File: src/rtl/tilt_classifier.sv
// Block-averages signed X-axis samples, classifies the average with hysteresis,
// and commits a new tilt code only after DWELL consecutive agreeing averages.
module tilt_classifier #(
    parameter int unsigned SAMPLE_W = 12,
    parameter int unsigned AVG_LOG2 = 2,
    parameter int          ENTER_TH = 300,
    parameter int          EXIT_TH  = 150,
    parameter int unsigned DWELL    = 8
) (
    input  logic                       clk,
    input  logic                       rst_n,
    input  logic                       sample_valid,
    input  logic signed [SAMPLE_W-1:0] sample_x,
    output logic [1:0]                 tilt,
    output logic                       tilt_change,
    output logic signed [SAMPLE_W-1:0] avg_x
);

    localparam int unsigned ACC_W = SAMPLE_W + AVG_LOG2;
    localparam int unsigned CNT_W = 8;

    localparam logic signed [SAMPLE_W-1:0] ENTER_POS = SAMPLE_W'(ENTER_TH);
    localparam logic signed [SAMPLE_W-1:0] ENTER_NEG = SAMPLE_W'(-ENTER_TH);
    localparam logic signed [SAMPLE_W-1:0] EXIT_POS  = SAMPLE_W'(EXIT_TH);
    localparam logic signed [SAMPLE_W-1:0] EXIT_NEG  = SAMPLE_W'(-EXIT_TH);
    localparam logic [CNT_W-1:0]           DWELL_CNT = CNT_W'(DWELL);
    localparam logic [AVG_LOG2-1:0]        LAST_SMP  = {AVG_LOG2{1'b1}};

    // State encoding doubles as the tilt code driven to letter_decoder.
    typedef enum logic [1:0] {
        TILT_NEUTRAL = 2'b00,
        TILT_LEFT    = 2'b01,
        TILT_RIGHT   = 2'b10
    } tilt_e;

    logic signed [ACC_W-1:0]    acc_q, acc_d;
    logic [AVG_LOG2-1:0]        smp_cnt_q, smp_cnt_d;
    logic signed [SAMPLE_W-1:0] avg_q, avg_d;
    logic                       avg_vld_q, avg_vld_d;
    tilt_e                      state_q, state_d;
    tilt_e                      pend_q, pend_d;
    logic [CNT_W-1:0]           dwell_q, dwell_d;
    logic                       chg_q, chg_d;

    logic signed [ACC_W-1:0]    sum;
    tilt_e                      cand;
    logic [CNT_W-1:0]           dwell_upd;

    // Hysteresis candidate from the last completed average.
    always_comb begin
        cand = TILT_NEUTRAL;
        case (state_q)
            TILT_LEFT: begin
                if (avg_q < EXIT_NEG)        cand = TILT_LEFT;
                else if (avg_q >= ENTER_POS) cand = TILT_RIGHT;
            end
            TILT_RIGHT: begin
                if (avg_q > EXIT_POS)        cand = TILT_RIGHT;
                else if (avg_q <= ENTER_NEG) cand = TILT_LEFT;
            end
            default: begin
                if (avg_q <= ENTER_NEG)      cand = TILT_LEFT;
                else if (avg_q >= ENTER_POS) cand = TILT_RIGHT;
            end
        endcase
    end

    always_comb begin
        acc_d     = acc_q;
        smp_cnt_d = smp_cnt_q;
        avg_d     = avg_q;
        avg_vld_d = 1'b0;
        state_d   = state_q;
        pend_d    = pend_q;
        dwell_d   = dwell_q;
        chg_d     = 1'b0;

        sum       = acc_q + ACC_W'(sample_x);
        dwell_upd = (cand == pend_q) ? dwell_q + CNT_W'(1) : CNT_W'(1);

        if (sample_valid) begin
            if (smp_cnt_q == LAST_SMP) begin
                avg_d     = SAMPLE_W'(sum >>> AVG_LOG2);
                acc_d     = '0;
                smp_cnt_d = '0;
                avg_vld_d = 1'b1;
            end else begin
                acc_d     = sum;
                smp_cnt_d = smp_cnt_q + AVG_LOG2'(1);
            end
        end

        // Dwell: a disagreeing candidate must persist DWELL averages to commit.
        if (avg_vld_q) begin
            if (cand == state_q) begin
                dwell_d = '0;
            end else begin
                pend_d  = cand;
                dwell_d = dwell_upd;
                if (dwell_upd == DWELL_CNT) begin
                    state_d = cand;
                    dwell_d = '0;
                    chg_d   = 1'b1;
                end
            end
        end
    end

    always_ff @(posedge clk or negedge rst_n) begin
        if (!rst_n) begin
            acc_q     <= '0;
            smp_cnt_q <= '0;
            avg_q     <= '0;
            avg_vld_q <= 1'b0;
            state_q   <= TILT_NEUTRAL;
            pend_q    <= TILT_NEUTRAL;
            dwell_q   <= '0;
            chg_q     <= 1'b0;
        end else begin
            acc_q     <= acc_d;
            smp_cnt_q <= smp_cnt_d;
            avg_q     <= avg_d;
            avg_vld_q <= avg_vld_d;
            state_q   <= state_d;
            pend_q    <= pend_d;
            dwell_q   <= dwell_d;
            chg_q     <= chg_d;
        end
    end

    assign tilt        = state_q;
    assign tilt_change = chg_q;
    assign avg_x       = avg_q;

endmodule

File: config.mk
export PLATFORM = sky130hd
export DESIGN_NAME = tilt_classifier
export DESIGN_NICKNAME = d
export VERILOG_FILES = /design/src/rtl/tilt_classifier.sv
export SDC_FILE = /design/constraint.sdc
export NUM_CORES = 1
export LEC_CHECK = 0
export CAP_MARGIN = 30
export CORE_MARGIN = 10
export CORE_UTILIZATION = 58
export CTS_BUF_LIST = sky130_fd_sc_hd__clkbuf_2 sky130_fd_sc_hd__clkbuf_4 sky130_fd_sc_hd__clkbuf_8
export CTS_CLUSTER_SIZE = 28
export DETAILED_ROUTE_END_ITERATION = 7
export PLACE_DENSITY = 0.82
export REMOVE_ABC_BUFFERS = 1
export SYNTH_ARGS = -nofsm -noshare
export SYNTH_HDL_FRONTEND = slang
export SYNTH_SLANG_ARGS = --single-unit
File: constraint.sdc
create_clock -name clk -period 2.9 [get_ports clk]
set_input_delay 0.435 -clock clk [delete_from_list [all_inputs] [get_ports clk]]
set_output_delay 0.435 -clock clk [all_outputs]
set_load 0.05 [all_outputs]
==> flow_summary.html <==
<table>
<tr><th>Metric</th><th>Value</th></tr>
<tr><th colspan="2">Routing</th></tr>
<tr><td>Remaining antenna violation count</td><td>0</td></tr>
<tr><td>Via density per instance</td><td>5.93</td></tr>
<tr><td>Total vias in the final route</td><td>2242</td></tr>
<tr><td>Final wirelength</td><td>5.63 mm</td></tr>
<tr><td>Detailed router's first-iteration violation count</td><td>177</td></tr>
<tr><td>Mean routed wirelength per cell</td><td>14.9 µm</td></tr>
<tr><td>Residual DRC count</td><td>0</td></tr>
<tr><td>Detailed-router iteration count before antenna repair</td><td>4</td></tr>
<tr><th colspan="2">Placed design</th></tr>
<tr><td>GPL Wtd Cong</td><td>0.877</td></tr>
<tr><td>Placed cell count</td><td>367</td></tr>
<tr><td>DP Worst Slack</td><td>0.00406 ns</td></tr>
<tr><td>Port Buffers</td><td>29</td></tr>
<tr><td>Detailed-placement wirelength estimate</td><td>4.32 mm</td></tr>
<tr><th colspan="2">Power and ir drop</th></tr>
<tr><td>Cell Pwr Density</td><td>1030 nW/µm²</td></tr>
<tr><td>Leakage</td><td>1.38 nW</td></tr>
<tr><td>Maximum VDD drop</td><td>0.550 mV</td></tr>
<tr><th colspan="2">Logic synthesis</th></tr>
<tr><td>Main combinational cell family by area after synthesis</td><td>compound AO/OA/AOI/OAI gates</td></tr>
<tr><td>Post-Synthesis Cell Area</td><td>2710 µm²</td></tr>
<tr><td>EDFF count, synth</td><td>0</td></tr>
<tr><td>Share of synthesized cell area in and, or, nand and nor gates</td><td>18.8%</td></tr>
<tr><td>FF+latch count, synth</td><td>42</td></tr>
<tr><td>Library cell occupying the most area in the post-synthesis netlist</td><td>sky130_fd_sc_hd__dfrtp_1</td></tr>
<tr><td>Part of the Yosys area used for sequential elements</td><td>38.8%</td></tr>
<tr><td>Area fraction of the dominant cell type after synthesis</td><td>38.8%</td></tr>
<tr><td>Adder and majority cell fraction of the synthesized area</td><td>8.59%</td></tr>
<tr><td>Synthesized-area fraction occupied by ao, oa, aoi and oai cells</td><td>22.3%</td></tr>
<tr><td>Post-synthesis xor/xnor area fraction</td><td>4.20%</td></tr>
<tr><td>Cell count after synthesis</td><td>290</td></tr>
<tr><td>Synth cell types</td><td>55</td></tr>
<tr><td>Synthesized area divided by synthesized cell count</td><td>9.35 µm²</td></tr>
<tr><td>Async set or reset register ratio after synthesis</td><td>100%</td></tr>
<tr><td>Largest cells by area after synthesis</td><td>sky130_fd_sc_hd__dfrtp_1 39%, sky130_fd_sc_hd__ha_1 7.8%, sky130_fd_sc_hd__nand2_1 4.2%</td></tr>
<tr><td>Proportion of synthesized area in mux cells</td><td>3.19%</td></tr>
<tr><td>Main flop type after synthesis</td><td>sky130_fd_sc_hd__dfrtp_1</td></tr>
<tr><td>Count of synthesis-stage warnings from yosys</td><td>0</td></tr>
<tr><th colspan="2">GRT</th></tr>
<tr><td>Met2 layer usage reported by global route</td><td>23.1%</td></tr>
<tr><td>GR Layer Usage met1</td><td>20.0%</td></tr>
<tr><td>Wire length of the first global-routing pass</td><td>9.38 mm</td></tr>
<tr><td>Maximum number of pins on one net before global-route repair</td><td>43</td></tr>
<tr><td>Overflow after GRT</td><td>0</td></tr>
<tr><td>Vias in the first global route</td><td>2058</td></tr>
<tr><td>Initial antenna violation count</td><td>0</td></tr>
<tr><td>Met3 Usage GRT</td><td>3.49%</td></tr>
<tr><td>GRT Util Overall</td><td>14.8%</td></tr>
<tr><td>Most used routing layer</td><td>met2</td></tr>
<tr><th colspan="2">Floorplanning</th></tr>
<tr><td>DIE HEIGHT</td><td>88.4 µm</td></tr>
<tr><td>Area enclosed by the die boundary</td><td>7810 µm²</td></tr>
<tr><td>Die width</td><td>88.4 µm</td></tr>
<tr><td>Ports</td><td>30</td></tr>
<tr><td>Starting Density</td><td>61.0%</td></tr>
<tr><td>Core outline area</td><td>4440 µm²</td></tr>
<tr><td>Number of rows in the core area</td><td>24</td></tr>
<tr><th colspan="2">CTS</th></tr>
<tr><td>Clock tree root buffer cell</td><td>sky130_fd_sc_hd__clkbuf_8</td></tr>
<tr><td>Resized cells post-CTS</td><td>0</td></tr>
<tr><td>H-tree lvl count</td><td>2</td></tr>
<tr><td>Clk sink count</td><td>42</td></tr>
<tr><td>Clock transition time at the flip-flop clock pins of the worst setup and hold paths</td><td>0.08 ns</td></tr>
<tr><td>TritonCTS clock tree</td><td>built</td></tr>
<tr><td>Max Root-Sink Buffers</td><td>2</td></tr>
<tr><td>Clock buffer count from CTS</td><td>5</td></tr>
<tr><td>Worst-Skew Late Latency</td><td>0.30 ns</td></tr>
<tr><th colspan="2">STA</th></tr>
<tr><td>Worst setup slack after layout</td><td>0.223 ns</td></tr>
<tr><td>Final clock skew</td><td>0.0100 ns</td></tr>
<tr><td>Final clock period utilization by the worst path</td><td>92.3%</td></tr>
<tr><td>Fmax</td><td>374 MHz</td></tr>
<tr><td>Hold slack final</td><td>0.452 ns</td></tr>
<tr><td>Setup repair after global routing missed its margin</td><td>false</td></tr>
<tr><td>Final hold violation count</td><td>0</td></tr>
<tr><td>Worst relative slew slack</td><td>56.1%</td></tr>
<tr><td>Min Clock Period, post-route</td><td>2.68 ns</td></tr>
<tr><td>Final slew viol count</td><td>0</td></tr>
<tr><td>Final setup viols</td><td>0</td></tr>
<tr><td>Slew of the pin with the lowest slew margin</td><td>0.657 ns</td></tr>
<tr><th colspan="2">Finish</th></tr>
<tr><td>Antenna diode count</td><td>0</td></tr>
<tr><td>Layout-stage area growth over the synthesis result</td><td>18.2%</td></tr>
<tr><td>Most common cell after layout, fill and taps aside</td><td>sky130_fd_sc_hd__dfrtp_1</td></tr>
<tr><td>Final std cells w/o fill</td><td>378</td></tr>
<tr><td>Number of nets in the finished design</td><td>358</td></tr>
<tr><td>Utilization after layout</td><td>72.1%</td></tr>
<tr><td>Fraction of layout instances using a drive strength above 1</td><td>7.98%</td></tr>
<tr><td>Commonest cells after routing, fill and taps aside</td><td>42 x sky130_fd_sc_hd__dfrtp_1, 30 x sky130_fd_sc_hd__nand2_1, 28 x sky130_fd_sc_hd__clkdlybuf4s50_1, 22 x sky130_fd_sc_hd__o21ai_0, 19 x sky130_fd_sc_hd__inv_1</td></tr>
<tr><th colspan="2">Worst setup path</th></tr>
<tr><td>Category of cells accounting for the largest share of critical-path delay</td><td>simple AND/OR/NAND/NOR gates</td></tr>
<tr><td>Kind of capture point of the worst setup path</td><td>flop</td></tr>
<tr><td>Data required time at the worst endpoint</td><td>3.09 ns</td></tr>
<tr><td>Crit path top cell by count</td><td>sky130_fd_sc_hd__buf_4</td></tr>
<tr><td>Category of the most critical setup path</td><td>flop to flop</td></tr>
<tr><td>CP Cell Sequence</td><td>buf_4 -&gt; ha_1 -&gt; nor3_1 -&gt; nand2b_1 -&gt; nor2_1 -&gt; a211oi_1 -&gt; a2111oi_4 -&gt; buf_4 -&gt; nor3_2 -&gt; mux2_1</td></tr>
<tr><td>Critical path data arrival time</td><td>2.86 ns</td></tr>
<tr><td>Delay contributed by the slowest stage of the critical path</td><td>0.39 ns</td></tr>
<tr><td>Crit Path Max Fanout</td><td>6</td></tr>
<tr><td>Worst R2R Path Depth</td><td>10</td></tr>
<tr><td>Setup slack, reg-to-reg</td><td>0.22 ns</td></tr>
<tr><td>R2r endpoint</td><td>tilt[0]$_DFFE_PN0P_</td></tr>
<tr><td>Startpoint type of the worst setup path</td><td>flop</td></tr>
<tr><td>Crit-path slowest cell</td><td>sky130_fd_sc_hd__dfrtp_1</td></tr>
<tr><td>WP buf/inv</td><td>2</td></tr>
<tr><td>Worst reg2reg startpoint</td><td>tilt[0]$_DFFE_PN0P_</td></tr>
<tr><th colspan="2">Flow run</th></tr>
<tr><td>Count of maximum capacitance violations</td><td>0</td></tr>
<tr><th colspan="2">Outcome</th></tr>
<tr><td>Outcome</td><td>completed</td></tr>
<tr><th colspan="2">Hold path</th></tr>
<tr><td>Path type of the worst min-delay path</td><td>input port to asynchronous set/reset pin</td></tr>
</table>
timing repair:
item,4_1_cts,5_1_grt
endpoints found under the hold margin,0,1
endpoints found under the setup margin,0,8
hold buffers,0,1
buffers inserted,0,1
where the power goes:
part	internal [mW]	leakage, nW	switching (mW)
clock	0.266	0.0548	0.205
combinational	0.720	0.782	1.07
sequential	0.800	0.539	0.225
through the flow:
step,total power [mW],cell area (µm²),TNS [ns]
2_1_floorplan,2.30,2670,-1.03
3_3_place_gp,2.76,3050,0
3_5_place_dp,2.82,3050,0
4_1_cts,3.29,3170,0
5_1_grt,3.54,3200,0
6_report,3.29,3200,0
flip-flops by register name, indices dropped and copies added, names as in the netlist:
| register | cells |
|---|---|
| acc_q | 14 |
| avg_x | 12 |
| pend_q | 2 |
| smp_cnt_q | 2 |
| avg_vld_q | 1 |
| tilt | 2 |
| dwell_q | 8 |
| tilt_change | 1 |
worst register-to-register path: cells and delay by family, from the launching register on:
| family | cells | cell delay [ns] |
|---|---|---|
| adders and majority gates | 1 | 0.22 |
| muxes | 1 | 0.35 |
| DFF | 1 | 0.39 |
| and+or+nand+nor | 4 | 0.82 |
| AOI/OAI and AO/OA | 2 | 0.47 |
| buffers and inverters | 2 | 0.32 |
cell usage after synthesis (all sizes together) (2+ instances only):
library cell,n
o21a,5
clkbuf,6
buf,2
nand3,9
a211oi,7
nor2b,3
inv,19
mux2,5
xnor2,3
o22ai,3
o21bai,2
a31o,2
o311ai,2
o21ai,22
and3,3
a2111oi,3
xor2,10
o22a,3
o31ai,2
nand2,30
or3,5
o2bb2ai,10
or2,4
nand2b,4
o211ai,2
nor2,15
mux2i,3
a21oi,9
ha,17
nor3,17
nor4,2
a21o,3
dfrtp,42
metal layers:
layer / vias to the layer above / part of all wire (%) / routed length, µm
li1: 1138 / - / -
met1: 1056 / 48 / 2730
met2: 41 / 46 / 2580
met3: 7 / 4.8 / 270
met4: 0 / 0.99 / 56
met5: - / 0 / 0
cells by family (layout without fill, tap and decap cells):
logic type / after synthesis / count (layout)
buffers and inverters: 27 / 63
adder cells (fa/ha/maj): 18 / 18
flip-flops: 42 / 42
AO/OA/AOI/OAI: 81 / 81
multiplexers: 8 / 8
AND/OR/NAND/NOR: 101 / 101
XOR/XNOR: 13 / 13
how the worst max path moves through the flow:
stage,slack (ns),startpoint,cells after the start,end
after floorplan,-0.19,tilt[0]$_DFFE_PN0P_,9,tilt[0]$_DFFE_PN0P_
after global placement,0.08,sample_x[0],11,acc_q[12]$_DFFE_PN0P_
after detailed placement,0.004,sample_x[0],11,acc_q[12]$_DFFE_PN0P_
after CTS,0.12,tilt[1]$_DFFE_PN0P_,9,dwell_q[6]$_DFFE_PN0P_
after global routing,0.02,tilt[0]$_DFFE_PN0P_,11,dwell_q[7]$_DFFE_PN0P_
final,0.22,tilt[0]$_DFFE_PN0P_,10,tilt[0]$_DFFE_PN0P_
cell type report:
class / count / area (µm²)
Clock buffer: 6 / 76.3
Inverter: 19 / 71.3
Multi-Input combinational cell: 221 / 1550
Sequential cell: 42 / 1050
Tap cell: 52 / 65.1
Clock inverter: 2 / 37.5
Fill cell: 353 / 1240
Timing Repair Buffer: 36 / 353
(Power assumes the default switching activity.)
